[config.mk]
export PLATFORM = sky130hd
export DESIGN_NAME = ldl_sfifo_v2
export DESIGN_NICKNAME = d
export VERILOG_FILES = /design/src/rtl/ldl_sfifo_v2.sv
export SDC_FILE = /design/constraint.sdc
export NUM_CORES = 1
export LEC_CHECK = 0
export CELL_PAD_IN_SITES_DETAIL_PLACEMENT = 1
export CELL_PAD_IN_SITES_GLOBAL_PLACEMENT = 1
export CORE_MARGIN = 8
export CORE_UTILIZATION = 46
export DETAILED_ROUTE_END_ITERATION = 12
export GPL_TIMING_DRIVEN = 0
export PLACE_DENSITY = 0.7
export SLEW_MARGIN = 10
export SYNTH_ARGS = -nofsm -noshare
export SYNTH_HDL_FRONTEND = slang
export SYNTH_SLANG_ARGS = --single-unit
[constraint.sdc]
create_clock -name clk -period 7.86 [get_ports clk]
set_input_delay 1.179 -clock clk [delete_from_list [all_inputs] [get_ports clk]]
set_output_delay 1.179 -clock clk [all_outputs]
set_load 0.005 [all_outputs]
[src/rtl/ldl_sfifo_v2.sv]
// Single-clock synchronous FIFO with arbitrary depth, programmable almost-full/
// almost-empty thresholds, overflow/underflow pulses, flush, and show-ahead or registered read.
module ldl_sfifo_v2 #(
  parameter int DW    = 8,
  parameter int DEPTH = 16,
  parameter int AHEAD = 1,
  parameter int CW    = $clog2(DEPTH + 1)
) (
  input  logic          clk,
  input  logic          rst,
  input  logic          clr,
  input  logic          we,
  input  logic [DW-1:0] din,
  input  logic          re,
  output logic [DW-1:0] dout,
  output logic          empty,
  output logic          full,
  input  logic [CW-1:0] afull_th,
  input  logic [CW-1:0] aempty_th,
  output logic          afull,
  output logic          aempty,
  output logic [CW-1:0] count,
  output logic          overflow,
  output logic          underflow
);

  localparam int PW = (DEPTH > 1) ? $clog2(DEPTH) : 1;

  logic [DW-1:0] mem [DEPTH];
  logic [PW-1:0] wptr, rptr;
  logic          wr_ok, rd_ok;
  logic [CW-1:0] count_nxt;

  // Acceptance uses the flags registered before this edge.
  assign wr_ok     = we & ~full;
  assign rd_ok     = re & ~empty;
  assign count_nxt = count + CW'(wr_ok) - CW'(rd_ok);

  // Pointers wrap explicitly so a non-power-of-two depth never aliases.
  function automatic logic [PW-1:0] ptr_inc(input logic [PW-1:0] p);
    return (p == PW'(DEPTH - 1)) ? '0 : p + 1'b1;
  endfunction

  // NOTE: sequential state uses non-blocking assignments so every register
  // samples the pre-edge values, independent of statement order.
  always_ff @(posedge clk) begin
    if (rst || clr) begin
      wptr      <= '0;
      rptr      <= '0;
      count     <= '0;
      empty     <= 1'b1;
      full      <= 1'b0;
      afull     <= 1'b0;
      aempty    <= 1'b1;
      overflow  <= 1'b0;
      underflow <= 1'b0;
    end else begin
      if (wr_ok) wptr <= ptr_inc(wptr);
      if (rd_ok) rptr <= ptr_inc(rptr);
      count     <= count_nxt;
      empty     <= (count_nxt == '0);
      full      <= (count_nxt == CW'(DEPTH));
      afull     <= (count_nxt >= afull_th);
      aempty    <= (count_nxt <= aempty_th);
      overflow  <= we & full;
      underflow <= re & empty;
    end
  end

  // NOTE: storage has no reset; pointers and count alone define which words are valid.
  always_ff @(posedge clk) begin
    if (wr_ok && !rst && !clr) mem[wptr] <= din;
  end

  generate
    if (AHEAD != 0) begin : g_ahead
      assign dout = empty ? '0 : mem[rptr];
    end else begin : g_reg
      // Flush deliberately leaves the last delivered word on the output.
      always_ff @(posedge clk) begin
        if (rst)               dout <= '0;
        else if (rd_ok && !clr) dout <= mem[rptr];
      end
    end
  endgenerate

endmodule
==> flow_summary.ini <==
[place]
place_ws_ns = 3.14
dpl.hpwl_mm = 9.01
dpl_cell_area_mm2 = 0.00681
numPortBuffers = 41
routabilityCongestion = 0.768

[yosys]
syn_avg_cell_area_um2 = 17.1
synth_fp_nets = 403
synth_area_mm2 = 0.00618
seq_area_frac_synth_pct = 69.6
syn-instance-count = 362
synth.ff_latch_count = 151
yosys_warnings = 0
yosys.cell_types.count = 39

[clocking]
cts_inserted_buffers = 17
cts-resized-gates = 0
worstSkewPairLatency_ns = 0.42
clock_path_buffers = 2
cts.sinks = 151
clk_pin_slew_ns = 0.06
post_cts_buffers = 0
cts_hold_buf = 0
cts_tree = built
clockRootBuffer = clkbuf_16
h-tree-depth = 4

[routing]
wl_mm = 13.2
postRouteAntennaNets = 0
drtPass1Iterations = 4
viasPerCell = 5.45
initialDrtViolationCount = 177
vias = 3329
drcViolationCount = 0
wl_per_cell_um = 21.7

[critical_path]
worst-endpoint-required_ns = 8.14
crit_type = in -> reg
crit_path_end_kind = flop
start_kind = input pin
arrival_ns = 4.58
crit_fanout = 7

[cells_and_area]
layout_commonest_cell = edfxtp_1
final_area_mm2 = 0.00738
final_cell_mix = edfxtp_1, clkdlybuf4s50_1, mux4_2, nor2_1, dfxtp_1
layout.nets = 463
syn2layout_area_growth_pct = 19.5
diodes = 0
utilization_pct = 56.0
drive_gt1_share_pct = 16.3

[pwr]
p_switching_mw = 0.427
clkPwrFrac_pct = 41.4
combPwrFrac_pct = 12.1
cellLeakagePower_nw = 2.39
internal_power_mw = 1.49
seqPwrFrac_pct = 46.5
sw_frac_of_total_pct = 22.3
ir_worst_vdd_v = 0.000148
finalPower_mw = 1.92
pwr_density_cell_mw_per_mm2 = 259

[floorplan]
io_pins = 42
die_w_um = 132
dieArea_mm2 = 0.0174
start_util_pct = 46.9
rows = 42
fp.dieH_um = 132
core_area_mm2 = 0.0132

[sta]
worst_slack_ns = 3.56
drv_slew = 0
rsz0062_at_grt = false
min_period_ns = 4.30
max_freq_mhz = 233
worst_slew_margin_rel_pct = 29.3
tightest_slew_ns = 1.06
setup-violations-final = 0
tns_ns = 0
period_share_pct = 54.7
clock_skew_ns = 0.00673
finalHoldViolCount = 0

[global_route]
grt_pass1_vias = 3666
grt_usage_pct = 16.2
antenna_found_initial = 0
grt_max_degree = 17
grt_pass1_wl_mm = 20.9
grt_overflow_total = 0

[outcome]
status = completed

[hold_path]
hold_path_class = reg -> reg

[run]
cap_violations = 0
==> final timing paths <==
kind / from / end / slack [ns] / depth (start not counted)
hold / removal: full / overflow / 0.52 / 1
hold reg to reg: full / overflow / 0.52 / 1
setup reg to reg: empty / aempty / 4.44 / 12
setup / recovery: we / aempty / 3.56 / 12
==> state kept, by name, indices dropped and copies added (netlist names), named ones only <==
register / cells
mem: 128
empty: 1
aempty: 1
overflow: 1
underflow: 1
rptr: 4
afull: 1
count: 5
full: 1
wptr: 4
==> power by group through the flow <==
| stage | clock network, mW | registers (mW) | logic, mW |
|---|---|---|---|
| floorplan | 0 | 0.905 | 0.137 |
| global placement | 0 | 0.906 | 0.226 |
| detailed placement | 0 | 0.907 | 0.236 |
| CTS | 0.806 | 0.890 | 0.238 |
| global route | 0.832 | 0.891 | 0.261 |
| finish | 0.793 | 0.890 | 0.233 |
==> kinds of logic (layout without fill, tap and decap cells) <==
logic type / after synthesis / after routing / share of synthesized area, %
xor+xnor: 7 / 7 / 0.992
buf+inv: 30 / 103 / 2.04
compound gates: 34 / 34 / 3.54
flops: 151 / 151 / 69.6
simple gates: 74 / 74 / 5.77
mux: 48 / 48 / 14.3
fa+ha+maj: 18 / 18 / 3.77
==> synthesized netlist by cell type <==
cell / n / share of area [%]
or4b_2: 1 / 0.16
o2111ai_1: 1 / 0.14
nand2b_1: 3 / 0.30
clkbuf_1: 3 / 0.18
xor2_1: 3 / 0.43
nor2_1: 28 / 1.7
o21ai_0: 4 / 0.32
or4_4: 1 / 0.18
nand2_1: 20 / 1.2
fa_1: 1 / 0.32
nand3_1: 4 / 0.32
a21oi_4: 1 / 0.26
ha_1: 17 / 3.4
or3_1: 2 / 0.20
dfxtp_1: 23 / 7.4
a21oi_1: 13 / 1.1
buf_2: 5 / 0.40
or2_2: 2 / 0.20
and2_1: 2 / 0.20
edfxtp_1: 128 / 62
o22ai_1: 8 / 0.81
a21oi_2: 1 / 0.14
or4bb_2: 1 / 0.20
inv_1: 16 / 0.97
mux4_2: 32 / 12
nand4_1: 3 / 0.30
xnor2_1: 4 / 0.57
a311oi_1: 2 / 0.28
and3_1: 2 / 0.20
or4_1: 1 / 0.12
buf_6: 1 / 0.18
a41oi_1: 1 / 0.14
and2_2: 1 / 0.12
nor2b_1: 2 / 0.20
nand3b_1: 1 / 0.12
mux2i_1: 16 / 2.6
o221ai_1: 1 / 0.14
a21o_1: 2 / 0.24
buf_1: 5 / 0.30
==> critical path: stages <==
cell	delay (ns)
clkdlybuf4s50_1	0.49
nor2b_1	0.44
nand2_1	0.10
nand2_1	0.09
ha_1	0.19
fa_1	0.50
ha_1	0.34
nand2_1	0.05
o21ai_0	0.35
or4bb_2	0.64
nand2_1	0.07
o221ai_1	0.13
==> per-layer routing <==
layer	GRT usage [%]	share of wire, %	vias to the layer above
met5	0	0	-
met3	4.80	4.6	12
met1	19.6	43	1705
met4	6.38	1.5	0
met2	26.7	51	83
li1	-	-	1529
==> through the flow <==
step           hold slack, ns  instances
2_1_floorplan           0.481        362
3_3_place_gp            0.504        579
3_5_place_dp            0.502        579
4_1_cts                 0.527        611
5_1_grt                 0.539        611
6_report                0.524        611
==> layout make-up <==
class / instances / area [um^2]
well taps: 176 / 220
flip-flops and latches: 151 / 4300
plain buffers: 14 / 66.3
clock buffers: 22 / 444
clock inverters: 10 / 129
fillers: 1230 / 5810
multi-input cells: 181 / 1750
repair buffers: 41 / 410
inverters: 16 / 60.1
(Power assumes the default switching activity.)
